## config.mk

```make
export PLATFORM = sky130hd
export DESIGN_NAME = halt_controller
export DESIGN_NICKNAME = d
export VERILOG_FILES = /design/src/rtl/halt_controller_pkg.sv /design/src/rtl/halt_controller.sv
export SDC_FILE = /design/constraint.sdc
export NUM_CORES = 1
export LEC_CHECK = 0
export ABC_CLOCK_PERIOD_IN_PS = 1900
export CAP_MARGIN = 20
export CORE_AREA = 4 4 41 43
export DETAILED_ROUTE_END_ITERATION = 8
export DIE_AREA = 0 0 45 47
export MAX_ROUTING_LAYER = met4
export PLACE_DENSITY = 0.72
export SYNTH_ARGS = -nofsm -noshare
export SYNTH_HDL_FRONTEND = slang
export SYNTH_SLANG_ARGS = --single-unit
```

## constraint.sdc

```tcl
create_clock -name clk -period 1.9 [get_ports clk]
set_input_delay 0.285 -clock clk [delete_from_list [all_inputs] [get_ports clk]]
set_output_delay 0.285 -clock clk [all_outputs]
set_load 0.05 [all_outputs]
```

## src/rtl/halt_controller_pkg.sv

```systemverilog
// Shared opcode definitions and halt FSM state encoding for the decode-stage halt controller.
package halt_controller_pkg;

  localparam int WORD_SIZE = 16;

  localparam logic [3:0] OPCODE_RRR = 4'h1;
  localparam logic [5:0] FUNC_HLT   = 6'h2A;

  typedef enum logic [1:0] {
    ST_RUN    = 2'd0,
    ST_DRAIN  = 2'd1,
    ST_HALTED = 2'd2
  } halt_state_e;

endpackage

```

## src/rtl/halt_controller.sv

```systemverilog
// Detects HLT in decode, stops fetch, drains the pipeline for DRAIN_CYCLES unstalled cycles, then halts.
// Optional macro HALT_RESUME_EN adds a resume input that leaves HALTED.
module halt_controller
  import halt_controller_pkg::*;
#(
  parameter int WORD_SIZE    = halt_controller_pkg::WORD_SIZE,
  parameter int DRAIN_CYCLES = 4,
  localparam int CNT_W       = $clog2(DRAIN_CYCLES + 1)
) (
  input  logic                 clk,
  input  logic                 reset,
  input  logic [WORD_SIZE-1:0] instruction,
  input  logic                 inst_valid,
  input  logic                 flush,
  input  logic                 stall,
`ifdef HALT_RESUME_EN
  input  logic                 resume,
`endif
  output logic                 stop_fetch,
  output logic                 is_halted,
  output logic [CNT_W-1:0]     drain_cnt
);

  localparam logic [CNT_W-1:0] DRAIN_LOAD = CNT_W'(DRAIN_CYCLES - 1);

  halt_state_e state;
  logic        hlt_match;
  logic        unused_bits;

  // An X/Z bit makes the equality unknown, which the if below treats as no match.
  assign hlt_match   = inst_valid
                     && (instruction[15:12] == OPCODE_RRR)
                     && (instruction[5:0]   == FUNC_HLT);
  assign unused_bits = ^instruction;

  always_ff @(posedge clk) begin
    if (reset) begin
      state      <= ST_RUN;
      stop_fetch <= 1'b0;
      is_halted  <= 1'b0;
      drain_cnt  <= '0;
    end else begin
      case (state)
        ST_RUN: begin
          if (hlt_match && !flush) begin
            state      <= ST_DRAIN;
            stop_fetch <= 1'b1;
            drain_cnt  <= DRAIN_LOAD;
          end
        end
        ST_DRAIN: begin
          // A flush means the HLT was speculative; it wins over stall.
          if (flush) begin
            state      <= ST_RUN;
            stop_fetch <= 1'b0;
            drain_cnt  <= '0;
          end else if (!stall) begin
            if (drain_cnt == '0) begin
              state     <= ST_HALTED;
              is_halted <= 1'b1;
            end else begin
              drain_cnt <= drain_cnt - CNT_W'(1);
            end
          end
        end
        ST_HALTED: begin
`ifdef HALT_RESUME_EN
          if (resume) begin
            state      <= ST_RUN;
            stop_fetch <= 1'b0;
            is_halted  <= 1'b0;
          end
`endif
        end
        default: begin
          state      <= ST_RUN;
          stop_fetch <= 1'b0;
          is_halted  <= 1'b0;
          drain_cnt  <= '0;
        end
      endcase
    end
  end

endmodule

```

# --- Word-level counts from Yosys, hierarchy flattened ---
# Cells that the tools add are included.
word_totals:
  ff_bits: 7
  inputBits: 21
  out_inout_bits: 5
  elab_cells: 47
classes:
  n_addsub: 1
  eq_ne: 12
  muxes: 17
  bitwise: 2
  n_reduce_logical: 11
ops:
  columns: ["cell", "n"]
  rows:
  - ["$mux W3", 4]
  - ["$reduce_and A4 Y1", 3]
  - ["$ne A2 B2 Y1 const B", 5]
  - ["$ne A3 B3 Y1 const B", 3]
  - ["$pmux W3 S3", 1]
  - ["$mux W2", 4]
  - ["$eq A6 B6 Y1 const B", 1]
  - ["$pmux W2 S3", 1]
  - ["$mux W1", 5]
  - ["$eq A4 B1 Y1 const B", 1]
  - ["$logic_and A1 B1 Y1", 3]
  - ["$logic_not A3 Y1", 1]
  - ["$pmux W1 S3", 1]
  - ["$reduce_and A3 Y1", 1]
  - ["$sub A3 B1 Y3 const B", 1]
  - ["$eq A2 B1 Y1 const B", 1]
  - ["$eq A2 B2 Y1 const B", 1]
  - ["$logic_not A2 Y1", 1]
  - ["$not A1 Y1", 2]
  - ["$pmux W1 S2", 1]
  - ["$reduce_or A2 Y1", 1]
  - ["$logic_not A1 Y1", 1]

# --- Depth between registers and ports, before layout ---
# Gate-level depths: netlist (run 1).
depth:
  word_depth: 6
  ltp_mapped: 6
  mapped_depth_nobuf: 6

# --- Worst setup path before layout (run 1) ---
# No wires, ideal clock.
synth_timing:
  kind: "reg-to-reg"
  start: "reg drain_cnt[0]"
  end: "reg drain_cnt[2]"
  setup_ns: 0.117
  arrival_ns: 1.681
  required_ns: 1.783
  path_slack_ns: 0.101
  stages_incl_launch_ff: 7
  n_path_buf: 0
  synth_period_minus_slack_ns: 1.799
  path_cell_list: "dfxtp_1 -> inv_1 -> ha_1 -> nor2b_1 -> o21ai_1 -> a21boi_4 -> a32o_2"
synth_between:
  elab_chain_len: 5
  elab_cells_between_ends: 8
  classes_between: "add/sub (1); eq/ne (1); mux (4); reduce/logical (2)"
synth_lines:
  columns: ["element", "line_no", "source"]
  rows:
  - ["start, declared", "halt_controller.sv:21", "output logic [CNT_W-1:0] drain_cnt"]
  - ["start signal, assigned", "halt_controller.sv:62", "drain_cnt <= drain_cnt - CNT_W'(1);"]
  - ["$sub A3 B1 Y3", "halt_controller.sv:62", null]
  - ["$mux W3", "halt_controller.sv:58", "if (drain_cnt == '0) begin"]
  - ["$mux W3", "halt_controller.sv:57", "end else if (!stall) begin"]
  - ["$mux W3", "halt_controller.sv:53", "if (flush) begin"]
  - ["$pmux W3 S3", "halt_controller.sv:43", "case (state)"]
# Parallel ways exist; a longest one is shown, timed or not. The select of a mux whose other input is x is not followed.
# A chain may end at the register's enable or synchronous reset.

# --- Worst setup path in the final report (run 1) ---
layout_timing:
  start: "reg drain_cnt[2]"
  end: "out drain_cnt[2]"
# No word-level cell between the ends.

==> impl_metrics.py, run 1 <==
metrics = {
    "route": {
        "totalWireLength_um": 987,
        "avgViaCountPerCell": 5.02,
        "detailedRoute.firstIterationViolations": 3,
        "drt_first_pass_iters": 2,
        "number_of_nets_with_antenna_violations_after_routing": 0,
        "post-route-drc-count": 0,
        "route.detailed.wl_per_inst_um": 11.8,
        "vias": 422,
    },
    "clocking": {
        "cts.repair.resized": 0,
        "cts_made_buffers": 3,
        "cts.reportedPaths.clkPinSlew_ns": 0.05,
        "clock_latency_ns": 0.25,
        "postCtsSetupRepairBufs": 0,
        "cts_max_path_buffers": 2,
        "cts-hold-fix-buffers": 0,
        "tritoncts_clock_tree": "yes",
        "clock_sinks": 7,
        "cts.htree.levels": 1,
        "ctsRootBufferMaster": "sky130_fd_sc_hd__clkbuf_4",
    },
    "final_layout": {
        "layout.area.seq_um2": 140,
        "diodes": 0,
        "post-route-cell-area_um2": 674,
        "design.final.nets": 93,
        "utilization": 0.518,
        "multi_input_area_um2": 277,
        "count_of_filler_cells_inserted_in_the_layout": 127,
        "areaGrowthSynthToFinish_pct": 52.3,
        "layout-drive-gt1-share": 0.145,
    },
    "power_and_ir_drop": {
        "powerDensity_mw_per_mm2": 488,
        "vdd.ir_drop.worst_v": 0.000476,
        "design_power_total_uw": 329,
        "p_leak_nw": 0.272,
    },
    "synth": {
        "synthesis.area_per_instance_um2": 9.63,
        "netlist.area_leader.share": 0.316,
        "mappedNetlistNets": 69,
        "synth_sequential_area_ratio": 0.316,
        "cell_area_synth_um2": 443,
        "synth_seq_cells": 7,
        "synth_top_area_cell": "sky130_fd_sc_hd__dfxtp_1",
        "yosys_warnings": 0,
        "distinct_cell_type_count_after_synthesis": 23,
        "synthesis.instances": 46,
        "synth_area_leaders": "sky130_fd_sc_hd__dfxtp_1 (32%), sky130_fd_sc_hd__mux2i_1 (9.0%), sky130_fd_sc_hd__ha_1 (5.6%), sky130_fd_sc_hd__nor4b_4 (5.4%), sky130_fd_sc_hd__nand2_1 (5.1%)",
    },
    "critical_path": {
        "worstPathMaxFanout": 5,
        "worst-r2r-cell-count": 5,
        "worst_setup_path_type": "reg -> out",
        "critPathSlowestCell": "sky130_fd_sc_hd__clkdlybuf4s50_1",
        "crit_required_ns": 1.62,
        "regToRegEndpoint": "state[0]",
        "crit_arrival_ns": 1.49,
        "register_to_register_path_setup_slack_ns": 0.41,
        "crit_path_end_kind": "primary output",
        "cpPeakStageDelay_ns": 0.83,
        "origin_of_the_critical_flop_to_flop_path": "drain_cnt[0]",
        "critical_path_cell_by_cell": "clkdlybuf4s50_1",
        "timing.critical_path.max_delay_family": "buffers and inverters",
        "path_buf_inv": 1,
        "worst_setup_path_start_kind": "register",
    },
    "timing": {
        "skew_ns": 0.00151,
        "finalMaxSlewViolations": 0,
        "finalCritPeriodShare": 0.934,
        "hold_viol_final": 0,
        "report.final.setup_viol": 0,
        "finalCriticalPeriod_ns": 1.77,
        "timing.slew.headroom": 0.667,
        "max_freq_mhz": 564,
        "worst_pin_slew_ns": 0.498,
        "totalNegativeSetupSlack_ns": 0,
        "unrepaired_setup_endpoints_after_global_routing": "false",
    },
    "placed_design": {
        "portBuffers": 19,
        "cell_area_reported_after_detailed_placement_um2": 648,
        "post_detailed_placement_half_perimeter_wirelength_um": 801,
        "globalplace.congestion": 0.767,
    },
    "hold_path": {
        "timing.hold.worst_endpoint": "stop_fetch",
        "holdCritPathClass": "reg -> reg",
        "min_delay_path_depth": 2,
        "worst_hold_startpoint": "stop_fetch",
    },
    "die": {
        "ios": 26,
        "die_height_um": 47,
        "floorplan.initialDensity": 0.340,
        "die_area_mm2": 0.00212,
        "floorplan.rows": 13,
        "fp.dieW_um": 45,
        "core_mm2": 0.00130,
    },
    "global_routing": {
        "grt_util_all_layers": 0.105,
        "maximum_number_of_pins_on_one_net_before_global_route_repair": 11,
        "gr-total-overflow": 0,
        "grt_pass1_wl_um": 1590,
        "vias_in_the_first_global_route": 397,
        "antenna_found_initial": 0,
    },
    "outcome": {
        "run_status": "finished, final reports clean",
    },
    "run": {
        "max_cap_viol_count": 0,
    },
}
## metal layers
layer,vias to the layer above,GRT usage,part of all wire
li1,212,-,-
met1,189,0.119,0.43
met2,19,0.158,0.42
met3,2,0.0421,0.13
met4,0,0.0526,0.019
met5,-,-,0
## power breakdown
group	switching, mW	leakage (nW)	total (mW)	internal (mW)
sequential	0.0000350	0.0563	0.147	0.147
combinational	0.0141	0.201	0.0459	0.0318
clock	0.0561	0.0150	0.136	0.0802
## state kept, by name (all words and copies together) (netlist names)
signal and count:
is_halted 1, state 2, stop_fetch 1, drain_cnt 3
## cells in the mapped netlist
library cell,number
sky130_fd_sc_hd__ha_1,2
sky130_fd_sc_hd__nor3b_1,1
sky130_fd_sc_hd__and4bb_2,1
sky130_fd_sc_hd__buf_6,1
sky130_fd_sc_hd__or4b_1,1
sky130_fd_sc_hd__a21boi_4,1
sky130_fd_sc_hd__nor4b_4,1
sky130_fd_sc_hd__a221oi_1,1
sky130_fd_sc_hd__and3_2,1
sky130_fd_sc_hd__nor2b_1,1
sky130_fd_sc_hd__nand3b_1,1
sky130_fd_sc_hd__a32o_2,1
sky130_fd_sc_hd__a21oi_1,2
sky130_fd_sc_hd__nand4_2,1
sky130_fd_sc_hd__dfxtp_1,7
sky130_fd_sc_hd__mux2i_1,4
sky130_fd_sc_hd__and4bb_1,1
sky130_fd_sc_hd__nor4b_1,1
sky130_fd_sc_hd__nor2_1,3
sky130_fd_sc_hd__nand2_1,6
sky130_fd_sc_hd__o21ai_0,3
sky130_fd_sc_hd__o21ai_1,1
sky130_fd_sc_hd__inv_1,4
## layout make-up
cell class | instances | area share
clock buffers | 4 | 0.0390
flip-flops and latches | 7 | 0.208
multi-input cells | 34 | 0.410
well taps | 15 | 0.0278
inverters | 4 | 0.0223
repair buffers | 20 | 0.293
## worst max path at each step
| stage | cells after the start | to | slack (ns) | start |
|---|---|---|---|---|
| floorplan | 6 | drain_cnt[2] | 0.10 | drain_cnt[0] |
| global placement | 5 | drain_cnt[2] | 0.12 | instruction[13] |
| detailed placement | 5 | drain_cnt[2] | 0.12 | instruction[13] |
| CTS | 1 | drain_cnt[2] | 0.11 | drain_cnt[2] |
| global route | 1 | drain_cnt[2] | 0.08 | drain_cnt[2] |
| finish | 1 | drain_cnt[2] | 0.13 | drain_cnt[2] |
## cells by family after synthesis
family / after synthesis / synth area share
AO/OA/AOI/OAI: 9 / 0.155
adder cells (fa/ha/maj): 2 / 0.0565
buffers and inverters: 5 / 0.0593
flip-flops: 7 / 0.316
multiplexers: 4 / 0.0904
AND/OR/NAND/NOR: 19 / 0.322
## cells in the final DEF, fill, tap and decap left out, types with 2 or more instances in the layout
| cell type | n |
|---|---|
| sky130_fd_sc_hd__inv_1 | 4 |
| sky130_fd_sc_hd__o21ai_0 | 3 |
| sky130_fd_sc_hd__ha_1 | 2 |
| sky130_fd_sc_hd__clkdlybuf4s50_1 | 19 |
| sky130_fd_sc_hd__nor2_1 | 3 |
| sky130_fd_sc_hd__clkbuf_4 | 3 |
| sky130_fd_sc_hd__mux2i_1 | 4 |
| sky130_fd_sc_hd__nand2_1 | 6 |
| sky130_fd_sc_hd__dfxtp_1 | 7 |
| sky130_fd_sc_hd__a21oi_1 | 2 |
## per-stage QoR
step | hold WS, ns | setup slack (ns) | std cells
2_1_floorplan | 0.354 | 0.101 | 46
3_3_place_gp | 0.447 | 0.122 | 80
3_5_place_dp | 0.457 | 0.115 | 80
4_1_cts | 0.470 | 0.115 | 84
5_1_grt | 0.494 | 0.0834 | 84
6_report | 0.467 | 0.126 | 84
(Power assumes the default switching activity.)
==> run 2: changes to the inputs <==
GPL_ROUTABILITY_DRIVEN = 1   (was default)
==> results of run 2 <==
The final DEF is identical to that of run 1; final timing and power are the same.
